## config.mk

```make
export PLATFORM = sky130hd
export DESIGN_NAME = d_branch_ctrl_flat
export DESIGN_NICKNAME = d
export VERILOG_FILES = /design/src/rtl/d_branch_ctrl_if.sv /design/src/rtl/d_branch_ctrl.sv /design/src/flat_wrapper.sv
export SDC_FILE = /design/constraint.sdc
export NUM_CORES = 1
export LEC_CHECK = 0
export ABC_AREA = 1
export BUFFER_PORTS_ARGS = -buffer_cell sky130_fd_sc_hd__buf_2
export CORE_UTILIZATION = 35
export DETAILED_ROUTE_END_ITERATION = 10
export GPL_ROUTABILITY_DRIVEN = 0
export HOLD_SLACK_MARGIN = 0.12
export PLACE_DENSITY = 0.69
export REMOVE_ABC_BUFFERS = 1
export SYNTH_ARGS = -nofsm -noshare
export SYNTH_HDL_FRONTEND = slang
export SYNTH_SLANG_ARGS = --single-unit
```

## constraint.sdc

```tcl
create_clock -name clk -period 1.4 [get_ports clk]
set_input_delay 0.14 -clock clk [delete_from_list [all_inputs] [get_ports clk]]
set_output_delay 0.14 -clock clk [all_outputs]
set_load 0.01 [all_outputs]
```

## src/rtl/d_branch_ctrl_if.sv

```systemverilog
// d_branch_ctrl_if: bundles the D-stage branch sequencer signals.
//   Inputs to the sequencer : i_valid, i_likely, i_useRt, i_rs, i_rt,
//                             i_E_wa, i_M_wa, i_E_tnew, i_M_tnew,
//                             i_ext_stall, i_jumpEn_of_B
//   Outputs of the sequencer: o_fwdA_sel, o_fwdB_sel, o_stall, o_br_fire,
//                             o_taken, o_nullify_ds, o_err
//   With BRANCH_STAT_EN defined: o_stat_taken, o_stat_ntaken, o_stat_stall
//   (CNT_W bits each, CNT_W only exists in that build).
// Modports: master = pipeline side (drives i_*), slave = sequencer.
interface d_branch_ctrl_if
`ifdef BRANCH_STAT_EN
    #(parameter int CNT_W = 32)
`endif
    ;
    logic       i_valid;
    logic       i_likely;
    logic       i_useRt;
    logic [4:0] i_rs;
    logic [4:0] i_rt;
    logic [4:0] i_E_wa;
    logic [4:0] i_M_wa;
    logic [1:0] i_E_tnew;
    logic [1:0] i_M_tnew;
    logic       i_ext_stall;
    logic       i_jumpEn_of_B;
    logic [1:0] o_fwdA_sel;
    logic [1:0] o_fwdB_sel;
    logic       o_stall;
    logic       o_br_fire;
    logic       o_taken;
    logic       o_nullify_ds;
    logic       o_err;
`ifdef BRANCH_STAT_EN
    logic [CNT_W-1:0] o_stat_taken;
    logic [CNT_W-1:0] o_stat_ntaken;
    logic [CNT_W-1:0] o_stat_stall;
`endif

    modport master (
        output i_valid, i_likely, i_useRt, i_rs, i_rt, i_E_wa, i_M_wa,
               i_E_tnew, i_M_tnew, i_ext_stall, i_jumpEn_of_B,
        input  o_fwdA_sel, o_fwdB_sel, o_stall, o_br_fire, o_taken,
               o_nullify_ds, o_err
`ifdef BRANCH_STAT_EN
        , input o_stat_taken, o_stat_ntaken, o_stat_stall
`endif
    );

    modport slave (
        input  i_valid, i_likely, i_useRt, i_rs, i_rt, i_E_wa, i_M_wa,
               i_E_tnew, i_M_tnew, i_ext_stall, i_jumpEn_of_B,
        output o_fwdA_sel, o_fwdB_sel, o_stall, o_br_fire, o_taken,
               o_nullify_ds, o_err
`ifdef BRANCH_STAT_EN
        , output o_stat_taken, o_stat_ntaken, o_stat_stall
`endif
    );
endinterface

```

## src/rtl/d_branch_ctrl.sv

```systemverilog
// d_branch_ctrl: D-stage sequencer for the branch comparator.
//   Detects E/M operand hazards, selects comparator forwarding sources,
//   stalls F/D until operands are ready, fires exactly one redirect per
//   branch and issues the one-cycle delay-slot nullify for branch-likely.
// Ports:
//   clk   - system clock
//   reset - synchronous active-high reset
//   bus   - d_branch_ctrl_if.slave (all branch handshake signals)
// Parameters: MAX_STALL - stall cycle count at which o_err latches;
//   CNT_W - statistic counter width (only with BRANCH_STAT_EN).
// Optional feature macro: BRANCH_STAT_EN adds taken / not-taken / stall
//   cycle counters on o_stat_taken, o_stat_ntaken, o_stat_stall.
// o_stall, o_br_fire, o_taken and the forward selects are combinational
// (they must act in the same cycle); o_nullify_ds and o_err are registered.
// During reset every output is forced to 0.
module d_branch_ctrl #(
    parameter int MAX_STALL = 3
`ifdef BRANCH_STAT_EN
    , parameter int CNT_W = 32
`endif
) (
    input  logic            clk,
    input  logic            reset,
    d_branch_ctrl_if.slave  bus
);

    localparam int CW = $clog2(MAX_STALL + 1);
    localparam logic [CW-1:0] MAX_CNT = CW'(MAX_STALL);
    localparam logic [CW-1:0] ONE_CNT = CW'(1);

    typedef enum logic [1:0] {
        ST_IDLE  = 2'd0,
        ST_STALL = 2'd1,
        ST_HOLD  = 2'd2
    } state_e;

    // A source has a hazard when a younger producer still needs cycles.
    function automatic logic src_hazard(input logic [4:0] s,
                                        input logic [4:0] e_wa, input logic [1:0] e_tnew,
                                        input logic [4:0] m_wa, input logic [1:0] m_tnew);
        return (s != 5'd0) &&
               (((s == e_wa) && (e_tnew != 2'd0)) ||
                ((s == m_wa) && (m_tnew != 2'd0)));
    endfunction

    // Forwarding source: E wins over M, register 0 always reads the regfile.
    function automatic logic [1:0] src_fwd(input logic [4:0] s,
                                           input logic [4:0] e_wa, input logic [1:0] e_tnew,
                                           input logic [4:0] m_wa, input logic [1:0] m_tnew);
        logic [1:0] sel;
        if (s == 5'd0) begin
            sel = 2'd0;
        end else if ((s == e_wa) && (e_tnew == 2'd0)) begin
            sel = 2'd1;
        end else if ((s == m_wa) && (m_tnew == 2'd0)) begin
            sel = 2'd2;
        end else begin
            sel = 2'd0;
        end
        return sel;
    endfunction

    state_e        state_q, state_d;
    logic [CW-1:0] cnt_q, cnt_d;
    logic          err_q, err_d;
    logic          verdict_q, verdict_d;
    logic          nullify_q, nullify_d;
    logic          hazard_s;
    logic          fire_s;
    logic          taken_s;

    // Hazard detection over rs and, when compared, rt.
    always_comb begin
        hazard_s = src_hazard(bus.i_rs, bus.i_E_wa, bus.i_E_tnew, bus.i_M_wa, bus.i_M_tnew) ||
                   (bus.i_useRt &&
                    src_hazard(bus.i_rt, bus.i_E_wa, bus.i_E_tnew, bus.i_M_wa, bus.i_M_tnew));
    end

    // Next-state, stall counter, watchdog and fire decision.
    always_comb begin
        state_d   = state_q;
        cnt_d     = cnt_q;
        verdict_d = verdict_q;
        fire_s    = 1'b0;
        taken_s   = 1'b0;
        case (state_q)
            ST_IDLE: begin
                if (bus.i_valid && hazard_s) begin
                    state_d = ST_STALL;
                    cnt_d   = ONE_CNT;
                end else if (bus.i_valid && bus.i_ext_stall) begin
                    state_d   = ST_HOLD;
                    verdict_d = bus.i_jumpEn_of_B;
                end else if (bus.i_valid) begin
                    fire_s  = 1'b1;
                    taken_s = bus.i_jumpEn_of_B;
                end else begin
                    cnt_d = '0;
                end
            end
            ST_STALL: begin
                if (!bus.i_valid) begin
                    state_d = ST_IDLE;
                    cnt_d   = '0;
                end else if (hazard_s) begin
                    cnt_d = (cnt_q == MAX_CNT) ? cnt_q : cnt_q + ONE_CNT;
                end else if (bus.i_ext_stall) begin
                    state_d   = ST_HOLD;
                    verdict_d = bus.i_jumpEn_of_B;
                    cnt_d     = '0;
                end else begin
                    state_d = ST_IDLE;
                    cnt_d   = '0;
                    fire_s  = 1'b1;
                    taken_s = bus.i_jumpEn_of_B;
                end
            end
            ST_HOLD: begin
                if (!bus.i_valid) begin
                    state_d = ST_IDLE;
                end else if (!bus.i_ext_stall) begin
                    state_d = ST_IDLE;
                    fire_s  = 1'b1;
                    taken_s = verdict_q;
                end else begin
                    state_d = ST_HOLD;
                end
            end
            default: begin
                state_d = ST_IDLE;
                cnt_d   = '0;
            end
        endcase
        // Counter is non-zero only while stalling, so this catches the
        // cycle in which it reaches the limit (including entry when MAX_STALL=1).
        err_d     = err_q | (cnt_d == MAX_CNT);
        nullify_d = fire_s & bus.i_likely & ~taken_s;
    end

    // State, watchdog, latched verdict and nullify registers.
    always_ff @(posedge clk) begin
        if (reset) begin
            state_q   <= ST_IDLE;
            cnt_q     <= '0;
            err_q     <= 1'b0;
            verdict_q <= 1'b0;
            nullify_q <= 1'b0;
        end else begin
            state_q   <= state_d;
            cnt_q     <= cnt_d;
            err_q     <= err_d;
            verdict_q <= verdict_d;
            nullify_q <= nullify_d;
        end
    end

    assign bus.o_stall      = ~reset & bus.i_valid & hazard_s;
    assign bus.o_br_fire    = ~reset & fire_s;
    assign bus.o_taken      = ~reset & fire_s & taken_s;
    assign bus.o_fwdA_sel   = reset ? 2'd0 :
        src_fwd(bus.i_rs, bus.i_E_wa, bus.i_E_tnew, bus.i_M_wa, bus.i_M_tnew);
    assign bus.o_fwdB_sel   = reset ? 2'd0 :
        src_fwd(bus.i_rt, bus.i_E_wa, bus.i_E_tnew, bus.i_M_wa, bus.i_M_tnew);
    assign bus.o_nullify_ds = nullify_q;
    assign bus.o_err        = err_q;

`ifdef BRANCH_STAT_EN
    logic [CNT_W-1:0] stat_taken_q, stat_taken_d;
    logic [CNT_W-1:0] stat_ntaken_q, stat_ntaken_d;
    logic [CNT_W-1:0] stat_stall_q, stat_stall_d;

    // Statistic increments; counters wrap naturally.
    always_comb begin
        stat_taken_d  = stat_taken_q  + CNT_W'(bus.o_br_fire & bus.o_taken);
        stat_ntaken_d = stat_ntaken_q + CNT_W'(bus.o_br_fire & ~bus.o_taken);
        stat_stall_d  = stat_stall_q  + CNT_W'(bus.o_stall);
    end

    // Statistic counter registers.
    always_ff @(posedge clk) begin
        if (reset) begin
            stat_taken_q  <= '0;
            stat_ntaken_q <= '0;
            stat_stall_q  <= '0;
        end else begin
            stat_taken_q  <= stat_taken_d;
            stat_ntaken_q <= stat_ntaken_d;
            stat_stall_q  <= stat_stall_d;
        end
    end

    assign bus.o_stat_taken  = stat_taken_q;
    assign bus.o_stat_ntaken = stat_ntaken_q;
    assign bus.o_stat_stall  = stat_stall_q;
`endif

endmodule
```

## src/flat_wrapper.sv

```systemverilog
// flat-port wrapper written by rule: the top's interface ports become plain ports
module d_branch_ctrl_flat 
#(
    parameter int MAX_STALL = 3

)
  (clk, reset, bus_i_valid, bus_i_likely, bus_i_useRt, bus_i_rs, bus_i_rt, bus_i_E_wa, bus_i_M_wa, bus_i_E_tnew, bus_i_M_tnew, bus_i_ext_stall, bus_i_jumpEn_of_B, bus_o_fwdA_sel, bus_o_fwdB_sel, bus_o_stall, bus_o_br_fire, bus_o_taken, bus_o_nullify_ds, bus_o_err);
  d_branch_ctrl_if bus_i ();
  input  logic clk;
  input  logic reset;
  input wire logic [$bits(bus_i.i_valid)-1:0] bus_i_valid;
  input wire logic [$bits(bus_i.i_likely)-1:0] bus_i_likely;
  input wire logic [$bits(bus_i.i_useRt)-1:0] bus_i_useRt;
  input wire logic [$bits(bus_i.i_rs)-1:0] bus_i_rs;
  input wire logic [$bits(bus_i.i_rt)-1:0] bus_i_rt;
  input wire logic [$bits(bus_i.i_E_wa)-1:0] bus_i_E_wa;
  input wire logic [$bits(bus_i.i_M_wa)-1:0] bus_i_M_wa;
  input wire logic [$bits(bus_i.i_E_tnew)-1:0] bus_i_E_tnew;
  input wire logic [$bits(bus_i.i_M_tnew)-1:0] bus_i_M_tnew;
  input wire logic [$bits(bus_i.i_ext_stall)-1:0] bus_i_ext_stall;
  input wire logic [$bits(bus_i.i_jumpEn_of_B)-1:0] bus_i_jumpEn_of_B;
  output wire logic [$bits(bus_i.o_fwdA_sel)-1:0] bus_o_fwdA_sel;
  output wire logic [$bits(bus_i.o_fwdB_sel)-1:0] bus_o_fwdB_sel;
  output wire logic [$bits(bus_i.o_stall)-1:0] bus_o_stall;
  output wire logic [$bits(bus_i.o_br_fire)-1:0] bus_o_br_fire;
  output wire logic [$bits(bus_i.o_taken)-1:0] bus_o_taken;
  output wire logic [$bits(bus_i.o_nullify_ds)-1:0] bus_o_nullify_ds;
  output wire logic [$bits(bus_i.o_err)-1:0] bus_o_err;
  assign bus_i.i_valid = bus_i_valid;
  assign bus_i.i_likely = bus_i_likely;
  assign bus_i.i_useRt = bus_i_useRt;
  assign bus_i.i_rs = bus_i_rs;
  assign bus_i.i_rt = bus_i_rt;
  assign bus_i.i_E_wa = bus_i_E_wa;
  assign bus_i.i_M_wa = bus_i_M_wa;
  assign bus_i.i_E_tnew = bus_i_E_tnew;
  assign bus_i.i_M_tnew = bus_i_M_tnew;
  assign bus_i.i_ext_stall = bus_i_ext_stall;
  assign bus_i.i_jumpEn_of_B = bus_i_jumpEn_of_B;
  assign bus_o_fwdA_sel = bus_i.o_fwdA_sel;
  assign bus_o_fwdB_sel = bus_i.o_fwdB_sel;
  assign bus_o_stall = bus_i.o_stall;
  assign bus_o_br_fire = bus_i.o_br_fire;
  assign bus_o_taken = bus_i.o_taken;
  assign bus_o_nullify_ds = bus_i.o_nullify_ds;
  assign bus_o_err = bus_i.o_err;
  d_branch_ctrl #(.MAX_STALL(MAX_STALL)) u_core (.clk(clk), .reset(reset), .bus(bus_i));
endmodule
```

==> results.cfg <==
[flow_run]
maxCapViolCount = 0

[global_routing]
via_count_of_the_first_global_routing_pass = 1033
largest_net_degree_at_the_start_of_global_routing = 9
grt_first_pass_wirelength_mm = 4.215
grt_use_total_pct = 19.09
antenna_found_initial = 0
global_route.overflow_total = 0

[yosys]
synth_warnings = 0
synth_top_area_share_pct = 25.10
count_of_flip_flops_with_a_built_in_enable_after_synthesis = 0
async_reset_ff_share_pct = 0
post_synth_num_cell_types = 22
synth.cell_area_um2 = 987.2
synth_cells = 187
synth_seq_area_share_pct = 14.20
post_synthesis_cell_type_with_the_largest_combined_area = sky130_fd_sc_hd__nand2_1
postSynth.topFlopCell = sky130_fd_sc_hd__dfxtp_1
avgSynthCellArea_um2 = 5.279
ys_top_cells_by_area = sky130_fd_sc_hd__nand2_1 25%, sky130_fd_sc_hd__dfxtp_1 14%, sky130_fd_sc_hd__inv_1 13%, sky130_fd_sc_hd__nor2_1 8.7%, sky130_fd_sc_hd__nand4_1 5.7%
ff_latch_count_synth = 7

[pwr]
total_leakage_power_nw = 0.9005
combPwrFrac_pct = 54.6
worst_ir_drop_vdd_mv = 0.5350
internal_power_w = 0.0005493
p_clk_share_pct = 21.4
power.density_nw_per_um2 = 573.8
fin_total_pwr_w = 0.0009104
p_seq_share_pct = 24.0
swShare_pct = 39.66
net-switching-power_w = 0.0003611

[timing]
clock.fmax_mhz = 571.6
finalSetupViolations = 3
finalHoldViolCount = 0
timing_max_transition_violations_final = 0
period_share_pct = 125.0
layout_setup_ws_ns = -0.3496
grt_setup_unrepaired = yes
tns_ns = -0.5292
timing.slew.headroom_pct = 83.97
final.min_clock_period_ns = 1.750
worst_pin_slew_ns = 0.2404
skew_ns = 0.01215

[floorplanning]
design.core.area_um2 = 2567
row_count = 18
design.portCount = 40
total_die_area_um2 = 3037
dieWidth_um = 55.11
initial_utilization_pct = 38.45
die_h_um = 55.11

[placed_design]
place_worst_setup_slack_ns = -0.1749
placement.cell_area_um2 = 1320
port-buffer-count = 39
hpwl_mm = 2.246

[cts]
htree_num_levels = 1
cts_max_path_buffers = 2
cts.clk_slew.worst_paths_ns = 0.06
clock_tree_from_tritoncts = built
clock_latency_ns = 0.26
clkSinkCount = 7
clockRootBuffer = sky130_fd_sc_hd__clkbuf_4
numCtsBuffers = 3

[finish]
share_of_cells_above_drive_strength_1_pct = 43.82
final_common_cell = sky130_fd_sc_hd__nand2_1
final_nets = 287
n_fill_cell = 242
area_growth_pct = 60.71
n_antenna_cell = 0
layout.cells.most_common_list = 60 x sky130_fd_sc_hd__nand2_1, 28 x sky130_fd_sc_hd__inv_1, 28 x sky130_fd_sc_hd__buf_2, 23 x sky130_fd_sc_hd__buf_4, 17 x sky130_fd_sc_hd__nor2_1
stdcell_area_um2 = 1587

[critical_path]
path_class = flop to output port
cp.arrival_ns = 1.61
setup.worst_path.start_class = flop
crit_required_ns = 1.26
largest_fanout_of_any_net_on_the_critical_path = 2
timing.critical_path.to_type = output port

[drt]
drt.antenna.violating_nets = 0
drc_errors = 0
wl_mm = 2.850
drt-initial-drc-count = 19
first_pass_detailed_route_iteration_total = 5
route.detailed.vias_per_inst = 4.698
routedWlPerCell_um = 10.14
num_vias = 1320

[outcome]
run_status = complete, but fails checks
failed_checks = negative setup slack

[hold_path]
path_class_of_the_lowest_slack_min_delay_path = primary input to flop
[per-stage QoR]
| stage | hold WS [ns] | utilization, % | cells |
|---|---|---|---|
| finish | 0.1573 | 61.79 | 281 |
| global route | 0.1685 | 61.79 | 281 |
| CTS | 0.1269 | 55.70 | 277 |
| detailed placement | 0.3669 | 51.41 | 269 |
| global placement | 0.3566 | 51.41 | 269 |
| floorplan | 0.2091 | - | 186 |
[cells in the mapped netlist (4+ instances only)]
library cell	number
sky130_fd_sc_hd__ha_1	4
sky130_fd_sc_hd__nand2_1	66
sky130_fd_sc_hd__nand4_1	9
sky130_fd_sc_hd__dfxtp_1	7
sky130_fd_sc_hd__nor2_1	23
sky130_fd_sc_hd__xnor2_1	4
sky130_fd_sc_hd__inv_1	35
sky130_fd_sc_hd__a21oi_1	4
sky130_fd_sc_hd__nand3_1	8
[final timing paths]
check                            startpoint                                 end  slack [ns]  cells after the start
max reg2reg  u_core.state_q[1]$_SDFFE_PP0P_  u_core.bus.o_nullify_ds$_SDFF_PP0_        0.05                      9
min reg2reg     u_core.bus.o_err$_SDFF_PP0_         u_core.bus.o_err$_SDFF_PP0_        0.45                      2
max          u_core.state_q[0]$_SDFFE_PP0P_                         bus_o_taken       -0.35                      9
min                                   reset      u_core.state_q[0]$_SDFFE_PP0P_        0.16                      2
[layout make-up]
| type | count | area [um^2] | area share (%) |
|---|---|---|---|
| Multi-Input combinational cell | 141 | 808.3 | 50.95 |
| Tap cell | 30 | 37.54 | 2.366 |
| Inverter | 38 | 142.6 | 8.991 |
| Sequential cell | 7 | 142.6 | 8.991 |
| Clock buffer | 3 | 22.52 | 1.420 |
| Clock inverter | 1 | 5.005 | 0.3155 |
| Timing Repair Buffer | 61 | 427.9 | 26.97 |
[power by group through the flow]
stage / logic [W] / registers (W) / clock network, W
after floorplan: 0.000222 / 0.000223 / 0
after global placement: 0.000386 / 0.000220 / 0
after detailed placement: 0.000387 / 0.000222 / 0
after CTS: 0.000423 / 0.000219 / 0.000203
after global routing: 0.000554 / 0.000220 / 0.000213
final: 0.000497 / 0.000219 / 0.000194
[per-layer routing]
layer | part of all wire (%) | track usage [%]
met1 | 47 | 26.98
met2 | 47 | 30.12
met3 | 5.0 | 4.918
met4 | 1.3 | 1.250
met5 | 0 | 0
[critical path: stages, from the launching register on]
cell and delay [ns]:
sky130_fd_sc_hd__dfxtp_2 0.33, sky130_fd_sc_hd__inv_2 0.05, sky130_fd_sc_hd__ha_4 0.27, sky130_fd_sc_hd__nand2_2 0.05, sky130_fd_sc_hd__a21oi_2 0.14, sky130_fd_sc_hd__inv_2 0.06
sky130_fd_sc_hd__a21oi_2 0.15, sky130_fd_sc_hd__o21ai_2 0.07, sky130_fd_sc_hd__nor2_1 0.09, sky130_fd_sc_hd__buf_2 0.13
[registers in the layout, indices dropped and copies added, names as in the netlist]
signal / count
u_core.verdict_q: 1
u_core.bus.o_nullify_ds: 1
u_core.cnt_q: 2
u_core.state_q: 2
u_core.bus.o_err: 1
[logic make-up (layout without fill, tap and decap cells)]
logic type / after synthesis / after routing / synth area share [%]
compound gates: 11 / 11 / 6.337
xor+xnor: 7 / 7 / 6.211
fa+ha+maj: 4 / 4 / 5.070
buf+inv: 39 / 103 / 14.96
flops: 7 / 7 / 14.19
simple gates: 119 / 119 / 53.23
[what timing repair did]
item,in CTS,in global routing
hold endpoints to repair,1,0
hold buffers,1,0
endpoints found under the setup margin,4,8
resized for setup,15,41
pin swaps,11,24
buffers inserted,3,4
No activity file was read; power rests on OpenSTA's default activity.
